## src/rtl/mcla_pipe_adder_if.sv

```systemverilog
// Operand/result handshake bundle for mcla_pipe_adder: valid/ready on both sides.
// The adder uses the slave modport; the producer/consumer side uses master.
interface mcla_pipe_adder_if #(
    parameter int WIDTH = 16
);
    logic             in_valid;
    logic             in_ready;
    logic [WIDTH-1:0] a;
    logic [WIDTH-1:0] b;
    logic             cin;
    logic             approx_en;
    logic             out_valid;
    logic             out_ready;
    logic [WIDTH:0]   s;

    modport master (
        output in_valid, a, b, cin, approx_en, out_ready,
        input  in_ready, out_valid, s
    );

    modport slave (
        input  in_valid, a, b, cin, approx_en, out_ready,
        output in_ready, out_valid, s
    );
endinterface

```

## src/rtl/mcla_pipe_adder.sv

```systemverilog
// Pipelined adder of 4-bit carry-lookahead groups with an optional approximate (OR-based) low part.
// Latency (WIDTH/4)/STAGE_GROUPS cycles; stages hold in place while out_ready=0, in_ready drops when stage 0 cannot advance.
module mcla_pipe_adder #(
    parameter int WIDTH        = 16,
    parameter int STAGE_GROUPS = 2,
    parameter int APPROX_BITS  = 4
) (
    input  logic              clk,
    input  logic              rst_n,
    mcla_pipe_adder_if.slave  ifc
);

    localparam int NGRP  = WIDTH / 4;
    localparam int L     = NGRP / STAGE_GROUPS;
    localparam int SBITS = STAGE_GROUPS * 4;
    localparam int ATOP  = (APPROX_BITS > 0) ? APPROX_BITS - 1 : 0;

    function automatic logic [WIDTH-1:0] approx_mask();
        logic [WIDTH-1:0] m;
        m = '0;
        for (int i = 0; i < WIDTH; i++) begin
            if (i < APPROX_BITS) m[i] = 1'b1;
        end
        return m;
    endfunction

    localparam logic [WIDTH-1:0] AMASK = approx_mask();

    // Two-level lookahead: every internal carry is a flat sum of products of g/p and c0.
    function automatic logic [4:0] cla4(input logic [3:0] x, input logic [3:0] y, input logic c0);
        logic [3:0] g;
        logic [3:0] p;
        logic       c1;
        logic       c2;
        logic       c3;
        logic       c4;
        g  = x & y;
        p  = x ^ y;
        c1 = g[0] | (p[0] & c0);
        c2 = g[1] | (p[1] & g[0]) | (p[1] & p[0] & c0);
        c3 = g[2] | (p[2] & g[1]) | (p[2] & p[1] & g[0]) | (p[2] & p[1] & p[0] & c0);
        c4 = g[3] | (p[3] & g[2]) | (p[3] & p[2] & g[1]) | (p[3] & p[2] & p[1] & g[0])
                  | (p[3] & p[2] & p[1] & p[0] & c0);
        return {c4, p ^ {c3, c2, c1, c0}};
    endfunction

    if ((WIDTH % 4) != 0 || WIDTH < 4 || WIDTH > 64 || STAGE_GROUPS < 1 ||
        (NGRP % STAGE_GROUPS) != 0 || APPROX_BITS < 0 || APPROX_BITS > WIDTH) begin : g_param_check
        $error("mcla_pipe_adder: illegal parameter combination");
    end

    logic [WIDTH-1:0] pre_a;
    logic [WIDTH-1:0] pre_b;
    logic [WIDTH-1:0] pre_sum;
    logic             pre_c;

    logic [WIDTH-1:0] src_a   [L];
    logic [WIDTH-1:0] src_b   [L];
    logic [WIDTH-1:0] src_sum [L];
    logic [WIDTH-1:0] nxt_sum [L];
    logic [L-1:0]     src_c;
    logic [L-1:0]     nxt_c;

    logic [WIDTH-1:0] st_a    [L];
    logic [WIDTH-1:0] st_b    [L];
    logic [WIDTH-1:0] st_sum  [L];
    logic [L-1:0]     st_c;
    logic [L-1:0]     st_vld;

    logic [L-1:0]     adv;
    logic [L-1:0]     load;
    logic             down;
    logic             in_fire;

    // Approx mode zeroes the low operand bits so the adder produces zeros there and
    // no carry, except the top approx bit where a&b on both operands yields exactly
    // carry = a&b; the OR result is then merged into the sum bits.
    always_comb begin
        pre_a   = ifc.a;
        pre_b   = ifc.b;
        pre_sum = '0;
        pre_c   = ifc.cin;
        if (ifc.approx_en) begin
            pre_c   = 1'b0;
            pre_a   = ifc.a & ~AMASK;
            pre_b   = ifc.b & ~AMASK;
            pre_sum = (ifc.a | ifc.b) & AMASK;
            if (APPROX_BITS > 0) begin
                pre_a[ATOP] = ifc.a[ATOP] & ifc.b[ATOP];
                pre_b[ATOP] = ifc.a[ATOP] & ifc.b[ATOP];
            end
        end
    end

    for (genvar k = 0; k < L; k++) begin : g_stage
        logic [STAGE_GROUPS:0] chain;
        logic [SBITS-1:0]      grp_sum;

        if (k == 0) begin : g_head
            assign src_a[k]   = pre_a;
            assign src_b[k]   = pre_b;
            assign src_sum[k] = pre_sum;
            assign src_c[k]   = pre_c;
        end else begin : g_body
            assign src_a[k]   = st_a[k-1];
            assign src_b[k]   = st_b[k-1];
            assign src_sum[k] = st_sum[k-1];
            assign src_c[k]   = st_c[k-1];
        end

        assign chain[0] = src_c[k];

        for (genvar j = 0; j < STAGE_GROUPS; j++) begin : g_grp
            localparam int G = k * STAGE_GROUPS + j;
            logic [4:0] r;
            assign r                  = cla4(src_a[k][G*4 +: 4], src_b[k][G*4 +: 4], chain[j]);
            assign chain[j+1]         = r[4];
            assign grp_sum[j*4 +: 4]  = r[3:0];
        end

        assign nxt_sum[k] = src_sum[k] | (WIDTH'(grp_sum) << (k * SBITS));
        assign nxt_c[k]   = chain[STAGE_GROUPS];
    end

    // Walk back from the output: a stage may move if the one after it is empty or moving.
    always_comb begin
        adv  = '0;
        down = ifc.out_ready;
        for (int k = L - 1; k >= 0; k--) begin
            adv[k] = st_vld[k] & down;
            down   = ~st_vld[k] | adv[k];
        end
    end

    assign ifc.in_ready = rst_n & down;
    assign in_fire      = ifc.in_valid & ifc.in_ready;

    always_comb begin
        load    = '0;
        load[0] = in_fire;
        for (int k = 1; k < L; k++) begin
            load[k] = adv[k-1];
        end
    end

    always_ff @(posedge clk) begin
        if (!rst_n) begin
            st_vld <= '0;
        end else begin
            for (int k = 0; k < L; k++) begin
                if (load[k]) begin
                    st_vld[k] <= 1'b1;
                end else if (adv[k]) begin
                    st_vld[k] <= 1'b0;
                end
            end
        end
    end

    // Only the output stage is cleared so s reads zero after reset.
    always_ff @(posedge clk) begin
        for (int k = 0; k < L; k++) begin
            if (load[k]) begin
                st_a[k]   <= src_a[k];
                st_b[k]   <= src_b[k];
                st_sum[k] <= nxt_sum[k];
                st_c[k]   <= nxt_c[k];
            end
        end
        if (!rst_n) begin
            st_sum[L-1] <= '0;
            st_c[L-1]   <= 1'b0;
        end
    end

    assign ifc.out_valid = st_vld[L-1];
    assign ifc.s         = {st_c[L-1], st_sum[L-1]};

endmodule

```

## src/flat_wrapper.sv

```systemverilog
// flat-port wrapper written by rule: the top's interface ports become plain ports
module mcla_pipe_adder_flat 
#(
    parameter int WIDTH        = 16,
    parameter int STAGE_GROUPS = 2,
    parameter int APPROX_BITS  = 4
)
  (clk, rst_n, ifc_in_valid, ifc_a, ifc_b, ifc_cin, ifc_approx_en, ifc_out_ready, ifc_in_ready, ifc_out_valid, ifc_s);
  mcla_pipe_adder_if #(.WIDTH(WIDTH)) ifc_i ();
  input  logic clk;
  input  logic rst_n;
  input wire logic [$bits(ifc_i.in_valid)-1:0] ifc_in_valid;
  input wire logic [$bits(ifc_i.a)-1:0] ifc_a;
  input wire logic [$bits(ifc_i.b)-1:0] ifc_b;
  input wire logic [$bits(ifc_i.cin)-1:0] ifc_cin;
  input wire logic [$bits(ifc_i.approx_en)-1:0] ifc_approx_en;
  input wire logic [$bits(ifc_i.out_ready)-1:0] ifc_out_ready;
  output wire logic [$bits(ifc_i.in_ready)-1:0] ifc_in_ready;
  output wire logic [$bits(ifc_i.out_valid)-1:0] ifc_out_valid;
  output wire logic [$bits(ifc_i.s)-1:0] ifc_s;
  assign ifc_i.in_valid = ifc_in_valid;
  assign ifc_i.a = ifc_a;
  assign ifc_i.b = ifc_b;
  assign ifc_i.cin = ifc_cin;
  assign ifc_i.approx_en = ifc_approx_en;
  assign ifc_i.out_ready = ifc_out_ready;
  assign ifc_in_ready = ifc_i.in_ready;
  assign ifc_out_valid = ifc_i.out_valid;
  assign ifc_s = ifc_i.s;
  mcla_pipe_adder #(.WIDTH(WIDTH), .STAGE_GROUPS(STAGE_GROUPS), .APPROX_BITS(APPROX_BITS)) u_core (.clk(clk), .rst_n(rst_n), .ifc(ifc_i));
endmodule
```

## config.mk

```make
export PLATFORM = sky130hd
export DESIGN_NAME = mcla_pipe_adder_flat
export DESIGN_NICKNAME = d
export VERILOG_FILES = /design/src/rtl/mcla_pipe_adder_if.sv /design/src/rtl/mcla_pipe_adder.sv /design/src/flat_wrapper.sv
export SDC_FILE = /design/constraint.sdc
export NUM_CORES = 1
export LEC_CHECK = 0
export CORE_AREA = 2 2 68 86
export DETAILED_ROUTE_END_ITERATION = 6
export DIE_AREA = 0 0 70 88
export MAX_ROUTING_LAYER = met4
export PLACE_DENSITY = 0.77
export SYNTH_ARGS = -nofsm -noshare
export SYNTH_HDL_FRONTEND = slang
export SYNTH_SLANG_ARGS = --single-unit
```

## constraint.sdc

```tcl
create_clock -name clk -period 7 [get_ports clk]
set_clock_uncertainty 0.05 [all_clocks]
set_input_delay 1.05 -clock clk [delete_from_list [all_inputs] [get_ports clk]]
set_output_delay 1.05 -clock clk [all_outputs]
set_load 0.05 [all_outputs]
```

# Yosys cells after proc, flatten, opt, wreduce, memory -nomap -nowiden
# Memories as Yosys holds them, arrays and structs flattened.
# Index checks and enable logic that the tools add are counted.
[totals] ram_bits=96 n_memories=3 input_bits=38 regBits=4 out_inout_bits=19 wordCells=152
[classes] n_reduce_logical=2 bitwise_logic=129 n_mux=14
[memory_table] name="u_core.st_a" depth=2 width=16 read_ports=1 rd_ports_with_merged_regs=0 wr=2 line="mcla_pipe_adder.sv:64" source="logic [WIDTH-1:0] st_a [L];"
[memory_table] name="u_core.st_b" depth=2 width=16 read_ports=1 rd_ports_with_merged_regs=0 wr=2 line="mcla_pipe_adder.sv:65" source="logic [WIDTH-1:0] st_b [L];"
[memory_table] name="u_core.st_sum" depth=2 width=16 read_ports=2 rd_ports_with_merged_regs=0 wr=2 line="mcla_pipe_adder.sv:66" source="logic [WIDTH-1:0] st_sum [L];"
[ops] operator="1-bit bitwise AND" count=69
[ops] operator="1-bit OR" count=43
[ops] operator="4-bit XOR" count=8
[ops] operator="4-bit bitwise AND" count=4
[ops] operator="16-bit 2-to-1 mux" count=1
[ops] operator="16-bit OR" count=1
[ops] operator="16-bit by 8-bit OR with 16-bit output" count=1
[ops] operator="4-bit 2-to-1 mux" count=3
[ops] operator="1-bit 2-to-1 mux" count=10
[ops] operator="4-bit OR" count=1
[ops] operator="2-bit nonzero test" count=2
[ops] operator="1-bit NOT" count=2

# Depth between registers and ports, before layout
# Gate-level depths: netlist of the first run.
[logic_depth] ltp_word=12 depth_mapped=8 mapped_depth_nobuf=8

# Least setup slack after synthesis of the first run
# OpenSTA, ideal clock, no wires.
[synth_path] path_type="input-to-reg" start="input ifc_out_ready" end="memory u_core.st_a[0][10] (enable)" path_stages=3 arrival_time_ns=3.067 n_path_buf=0 setup_slack_ns=3.499 t_required_ns=6.566 path_cell_list="nor2b_4 > a21boi_0 > and2_1"
[synth_rtl] element="start: declaration" line="flat_wrapper.sv:17" source="input wire logic [$bits(ifc_i.out_ready)-1:0] ifc_out_ready;"
[synth_rtl] element="end: declaration" line="mcla_pipe_adder.sv:64"

# Final worst setup path of the first run
[layout_path] start="input rst_n" end="output ifc_in_ready"
[layout_between] elab_chain_len=1
[layout_lines] element="start: declaration" line="flat_wrapper.sv:11" source="input logic rst_n;"
[layout_lines] element="1-bit bitwise AND" line="mcla_pipe_adder.sv:135" source="assign ifc.in_ready = rst_n & down;"
[layout_lines] element="end: declaration" line="flat_wrapper.sv:18" source="output wire logic [$bits(ifc_i.in_ready)-1:0] ifc_in_ready;"
# Every way passes these cells.

==> results.txt, run 1 <==
----------------------------------------------------
[Floorplanning]
  Vert. Die Dim ... ~88 um
  IO Pins ... 57
  Standard-cell rows ... 30
  Horizontal die dimension ... ~70 um
  Initial core utilization ... between 40% and 50%
  Die outline area ... just over 6000 um^2
  Area of the core ... between 5000 and 6000 um^2

[Synthesis]
  Total nets after synthesis ... between 200 and 300
  Count of yosys warnings during synthesis ... 0
  Mapped cell area ... 2320 um^2
  Distinct cell type count of the synthesized netlist ... 47
  Number of enable-type register cells in the synthesized netlist ... 25
  Fraction of the yosys area taken by sequential cells ... about half
  Avg Inst Size Synth ... about 11 um^2
  Async set-or-reset flop fraction in the synthesized netlist ... 0%
  Prevailing post-synth register cell ... edfxtp_1
  Post-Syn Instances ... ~210
  Post-synthesis register bit count ... 44

[Power and ir drop]
  Total power after layout ... 0.589 mW
  Cell leakage power ... around 1.2 nW
  Total power density per cell area ... approximately 200 nW/um^2
  Max VDD drop ... around 88 uV

[Worst setup path]
  Kind of cell adding the most delay to the critical path ... buffers and inverters
  Worst setup EP type ... primary output
  CP Data Arrival Time ... 3.10 ns
  Slowest CP cell ... clkdlybuf4s50_1
  Slowest cell delay on critical path ... about 0.93 ns
  Length in cells of the worst reg-to-reg path ... 8
  Critical path class ... input pin to primary output
  Worst-path maximum fanout ... 25
  Critical Path Most Common Cell ... clkdlybuf4s50_1
  Worst path cell trace ... clkdlybuf4s50_1, a21boi_0, clkdlybuf4s50_1
  Required @ worst endpoint ... approximately 5.9 ns
  Critical Path Start Type ... input pin
  Critical R2R Launch ... u_core.st_b[0][8]
  R2R Path End ... u_core.st_sum[1][13]
  Buffers and inverters on the worst path ... 2
  Register-to-Register Setup Slack ... between 4 and 5 ns

[Clocking]
  Post-CTS Hold Buffers ... 0
  Postcts setup bufs ... 0
  Maximum level of the CTS H-tree ... 2
  Inserted Clock Buffers ... 5
  # resized after CTS ... 0
  Clock tree from TritonCTS ... yes
  Clock Latency Late Sink ... 0.30 ns
  Clock tree sinks ... 44
  Number of buffers between clock root and the deepest sink ... 2
  CTS Root Cell ... clkbuf_8
  Clock-pin transition on the worst setup and hold timing paths ... ~0.070 ns

[Placement]
  Number of port buffers ... 56
  DP HPWL ... 3120 um
  Worst setup slack before clock tree synthesis ... 2.77 ns
  Area after detailed placement ... a little under 3000 um^2
  Final Wtd Congestion ... 0.779

[Timing]
  Max-slew headroom at the worst pin ... between 20% and 30%
  Accumulated negative setup slack ... 0 ns
  Worst slew pin tran ... 1.14 ns
  Min Clock Period, post-route ... between 4 and 5 ns
  Timing-limited maximum frequency ... 0.238 GHz
  Total of endpoints with negative setup slack in the final report ... 0
  Final number of max-transition violations ... 0
  Post-route worst setup slack ... roughly 2.8 ns
  Final hold violation count ... 0
  Unrepaired setup endpoints after global routing ... false
  Fin crit share ... between 50% and 60%

[Finish]
  ANT cells ... 0
  Area delta synth->final ... 29.3%
  Layout Nets ... 321
  Final design area excluding fillers ... between 3000 and 4000 um^2
  Layout cell share with drive strength beyond 1 ... around 6.8%
  Post-Route Utilization ... a little under three fifths

[Detailed routing]
  DR vias/cell ... 5.10
  Detailed Route Iter0 Violations ... 72
  Overall via count from detail_route ... roughly 1700
  Final routed DRC violation total ... 0
  Post-detailed-route wirelength per cell ... around 13 um
  Length of the first detailed-routing pass in iterations ... 4
  Total Wirelength ... 4170 um
  Antenna Violating Nets Remaining ... 0

[Global route]
  Wire length of the first global-routing pass ... a little over 7000 um
  Initial antenna violation count ... 0
  Remaining global-route overflow ... 0
  Vias in the first global route ... about 1700
  Met3 global-route usage ... about 2.8%
  Pin count of the biggest net entering global routing ... 26
  Busiest grt layer ... met2
  Fraction of met1 tracks used by global routing ... between 15 and 20%
  Met2 usage ... approximately a quarter
  All-layer global routing usage ... between 10% and 20%

[Hold path]
  Min-Delay Startpoint ... u_core.st_sum[1][10]
  Cell depth of the worst min-delay path ... 2
  Worst min-delay path category ... register to register
  Worst min-delay path endpoint ... u_core.st_sum[1][10]

[Flow run]
  Max-capacitance violation count ... 0

[Run status]
  Outcome ... completed

----------------------------------------------------
-- metal layers --
| metal | wire length [um] | vias up |
|---|---|---|
| li1 | - | 843 |
| met1 | 1800 | 781 |
| met2 | 2080 | 44 |
| met3 | 207 | 6 |
| met4 | 81 | 0 |
| met5 | 0 | - |
-- cells in the final DEF (no fill, tap or decap), drive strengths merged, types with 4 or more instances in the layout --
cell type      synthesis  layout
ha                    16      16
a21oi                  7       7
edfxtp                25      25
xnor2                  5       5
inv                   11      11
nor2                   4       4
clkbuf                 2       7
o21a                   4       4
clkdlybuf4s50          0      56
dfxtp                 19      19
nand2                 31      31
a21boi                14      14
nand2b                 4       4
o21ai                  9       9
nor2b                  8       8
fa                     4       4
-- worst min-delay path: stages (launching register included) --
cell and delay, ns:
dfxtp_1 0.32, nand2_1 0.05, a21boi_1 0.05
-- stage by stage --
step	std cells	hold WS, ns
after global routing	328	0.424
after CTS	328	0.409
after floorplan	207	0.446
after detailed placement	320	0.398
final	328	0.407
after global placement	320	0.395
-- worst max-delay path by stage --
| stage | slack [ns] | startpoint | end | cells past startpoint |
|---|---|---|---|---|
| 2_1_floorplan | 3.50 | ifc_out_ready | u_core.st_a[0][10] | 3 |
| 3_3_place_gp | 2.80 | rst_n | ifc_in_ready | 3 |
| 3_5_place_dp | 2.77 | rst_n | ifc_in_ready | 3 |
| 4_1_cts | 2.77 | rst_n | ifc_in_ready | 3 |
| 5_1_grt | 2.65 | rst_n | ifc_in_ready | 3 |
| 6_report | 2.80 | rst_n | ifc_in_ready | 3 |
-- cells in the mapped netlist, types with 2 or more instances --
cell type,instances,area share [%]
buf_6,2,0.97
nor2_1,4,0.65
a211oi_1,2,0.65
inv_1,11,1.8
dfxtp_1,19,16
nand2b_1,4,1.1
a21boi_0,13,4.2
nor3_2,2,0.86
or3_1,3,0.81
edfxtp_1,25,32
ha_1,16,8.6
clkbuf_1,2,0.32
o211a_1,2,0.86
a21o_1,2,0.65
xor2_1,2,0.75
xnor2_1,5,1.9
and2_1,2,0.54
nand2_1,31,5.0
a21oi_1,7,1.5
nand3_1,3,0.65
nor2b_1,7,1.9
fa_1,4,3.4
buf_2,2,0.43
o21a_1,4,1.3
o21bai_1,3,0.97
o21ai_0,9,1.9
-- power by group --
group / internal [mW] / switching (mW)
combinational: 0.0587 / 0.0693
clock: 0.0801 / 0.0840
sequential: 0.290 / 0.00633
-- flip-flops by register name (all words and copies together), names as in the netlist --
name / count
u_core.st_sum: 24
u_core.st_b: 8
u_core.st_vld: 2
u_core.st_c: 2
u_core.st_a: 8
-- cell type report --
type | instances | area (um^2)
Sequential cell | 44 | 1130
Clock inverter | 1 | 7.51
Multi-Input combinational cell | 145 | 1100
Timing Repair Buffer | 56 | 561
Inverter | 11 | 41.3
Tap cell | 64 | 80.1
Fill cell | 465 | 2320
Clock buffer | 7 | 86.3
-- cells by family after synthesis --
| kind of cell | after synthesis | share of synthesized area [%] |
|---|---|---|
| buffers and inverters | 18 | 4.04 |
| adder cells (fa/ha/maj) | 20 | 12.1 |
| flip-flops | 44 | 48.7 |
| XOR/XNOR | 7 | 2.64 |
| AND/OR/NAND/NOR | 65 | 15.2 |
| AO/OA/AOI/OAI | 53 | 17.4 |
Note: power is estimated with default switching activity, not from simulation.
==> inputs of run 2 (changes only) <==
CORE_AREA = 2 2 69 87   (was 2 2 68 86)
DIE_AREA = 0 0 71 89   (was 0 0 70 88)
PLACE_DENSITY = 0.78   (was 0.77)
clock period = 3.83 ns   (was 7 ns; I/O delays follow)
==> results.txt, run 2 (synthesis gave the netlist of run 1 again) <==
----------------------------------------------------
[Global route]
  Vias in the first global route ... 1611 (was 1664)
  All-layer global routing usage ... 14.7% (was 14.9%)
  Initial antenna violation count ... 0 (unchanged)
  Remaining global-route overflow ... 0 (unchanged)
  Wire length of the first global-routing pass ... 7080 um (was 7040 um)
  Pin count of the biggest net entering global routing ... 26 (unchanged)

[Clocking]
  Clock tree from TritonCTS ... yes (unchanged)
  Postcts setup bufs ... 0 (unchanged)
  CTS Root Cell ... clkbuf_8 (unchanged)
  # resized after CTS ... 0 (unchanged)
  Post-CTS Hold Buffers ... 0 (unchanged)
  Number of buffers between clock root and the deepest sink ... 2 (unchanged)
  Clock-pin transition on the worst setup and hold timing paths ... 0.07 ns (about the same)
  Maximum level of the CTS H-tree ... 2 (unchanged)
  Inserted Clock Buffers ... 5 (unchanged)
  Clock tree sinks ... 44 (unchanged)
  Clock Latency Late Sink ... 0.29 ns (was 0.30 ns)

[Finish]
  Largest Register ... u_core.st_sum (unchanged)
  Layout Nets ... 324 (was 321)
  Most used cells in the layout excluding fill and tap cells ... clkdlybuf4s50_1 (56), nand2_1 (31), edfxtp_1 (25), dfxtp_1 (19), ha_1 (16) (unchanged)
  Commonest non-fill, non-tap cell in the layout ... clkdlybuf4s50_1 (unchanged)
  Number of flip-flops in the largest register ... 24 (unchanged)
  Area delta synth->final ... 29.7% (was 29.3%)
  FF/Latch Area ... 1130 um^2 (unchanged)
  Largest registers ranked by flip-flop count ... u_core.st_sum x24, u_core.st_a x8, u_core.st_b x8 (unchanged)
  Layout cell share with drive strength beyond 1 ... 7.12% (was 6.82%)
  Filler cell count ... 447 (was 465)
  Multi-input combinational cell area ... 1100 um^2 (unchanged)
  ANT cells ... 0 (unchanged)
  Final standard cell count with taps included and fillers excluded ... 331 (was 328)

[Power and ir drop]
  Part of the total power dissipated in the clock network ... 26.0% (was 27.9%)
  Total power density per cell area ... 349 nW/um^2 (was 196 nW/um^2)
  Max VDD drop ... 232 uV (was 88.1 uV)
  Switching power summed over all nets ... 0.285 mW (was 0.160 mW)
  Switching part of the total power ... 27.1% (about the same)
  Pint ... 0.767 mW (was 0.429 mW)
  Sequential Power Share ... 51.6% (was 50.4%)
  Cell leakage power ... 1.17 nW (was 1.16 nW)
  Portion of total power attributed to combinational logic ... 22.5% (was 21.7%)

[Worst setup path]
  CP Data Arrival Time ... 3.01 ns (was 3.10 ns)
  Critical Path Start Type ... input pin (unchanged)
  Required @ worst endpoint ... 3.83 ns (was 5.90 ns)
  Worst setup EP type ... register (was primary output)
  Critical path class ... input pin to register (was input pin to primary output)
  Worst-path maximum fanout ... 14 (was 25)

[Timing]
  Final hold violation count ... 0 (unchanged)
  Timing-limited maximum frequency ... approximately 0.33 GHz
  Accumulated negative setup slack ... 0 ns (unchanged)
  Fin crit share ... 78.5%
  Worst slew pin tran ... 0.695 ns (was 1.14 ns)
  Unrepaired setup endpoints after global routing ... false (unchanged)
  Total of endpoints with negative setup slack in the final report ... 0 (unchanged)
  Post-route worst setup slack ... 0.823 ns (was 2.80 ns)
  Min Clock Period, post-route ... between 3 and 4 ns
  Max-slew headroom at the worst pin ... 53.7% (was 24.3%)
  Final number of max-transition violations ... 0 (unchanged)

[Placement]
  Worst setup slack before clock tree synthesis ... 0.492 ns (was 2.77 ns)
  DP HPWL ... 3310 um (was 3120 um)
  Number of port buffers ... 56 (unchanged)
  Final Wtd Congestion ... 0.787 (was 0.779)
  Post-Place Cells ... 323 (was 320)

[Floorplanning]
  Die outline area ... 6320 um^2 (was 6160 um^2)
  Vert. Die Dim ... 89 um (was 88 um)
  Standard-cell rows ... 30 (unchanged)
  Area of the core ... 5440 um^2 (was 5330 um^2)
  IO Pins ... 57 (unchanged)
  Horizontal die dimension ... 71 um (was 70 um)
  Initial core utilization ... 42.7% (was 43.6%)

[Detailed routing]
  Detailed Route Iter0 Violations ... 91 (was 72)
  Length of the first detailed-routing pass in iterations ... 4 (unchanged)
  Post-detailed-route wirelength per cell ... 13.0 um (was 12.7 um)
  Total Wirelength ... 4300 um (was 4170 um)
  Overall via count from detail_route ... 1668 (was 1674)
  Antenna Violating Nets Remaining ... 0 (unchanged)
  Final routed DRC violation total ... 0 (unchanged)
  DR vias/cell ... 5.04 (was 5.10)

[Hold path]
  Worst min-delay path category ... register to register (unchanged)

[Flow run]
  Max-capacitance violation count ... 0 (unchanged)

[Run status]
  Outcome ... completed (unchanged)

----------------------------------------------------
-- run 2: worst paths after layout --
check | cells after the start | end | slack [ns] | start
worst min-delay path | 2 | u_core.st_sum[1][12] | 0.41 | u_core.st_sum[1][12]
worst max register to register | 8 | u_core.st_sum[1][13] | 1.42 | u_core.st_b[0][8]
worst max-delay path | 9 | u_core.st_sum[0][5] | 0.82 | ifc_approx_en
worst min register to register | 2 | u_core.st_sum[1][12] | 0.41 | u_core.st_sum[1][12]
-- run 2: metrics by stage --
| stage | hold WS, ns | instance area (um^2) | total power, mW | util (%) |
|---|---|---|---|---|
| 2_1_floorplan | 0.446 | 2320 | 0.703 | - |
| 3_3_place_gp | 0.389 | 2940 | 0.786 | 53.9 |
| 3_5_place_dp | 0.407 | 2940 | 0.792 | 53.9 |
| 4_1_cts | 0.417 | 3020 | 1.06 | 55.4 |
| 5_1_grt | 0.441 | 3020 | 1.10 | 55.4 |
| 6_report | 0.411 | 3020 | 1.05 | 55.4 |
-- run 2: layer usage --
| metal | GRT usage, % | part of all wire, % | vias up |
|---|---|---|---|
| li1 | - | - | 858 |
| met1 | 16.6 | 42 | 751 |
| met2 | 26.1 | 51 | 52 |
| met3 | 3.27 | 5.2 | 7 |
| met4 | 4.63 | 1.4 | 0 |
| met5 | - | 0 | - |
-- run 2: cell type report --
type,count,area share (%)
clock buffers,7,2.53
clock inverters,1,0.124
inverters,11,1.37
multi-input cells,145,36.5
flip-flops and latches,44,37.5
well taps,64,2.66
repair buffers,59,19.3
-- run 2: power groups by stage --
stage	clock, mW	sequential (mW)	combinational (mW)
after floorplan	0	0.592	0.111
after global placement	0	0.553	0.233
after detailed placement	0	0.553	0.238
after CTS	0.281	0.543	0.239
after global routing	0.297	0.545	0.258
final	0.273	0.543	0.236
-- run 2: critical path, stage by stage --
cell	delay [ns]
clkdlybuf4s50_1	0.68
nand2b_1	0.21
inv_1	0.06
ha_1	0.22
nor3_2	0.28
a2111oi_4	0.13
or2_2	0.30
fa_1	0.38
xor2_1	0.15
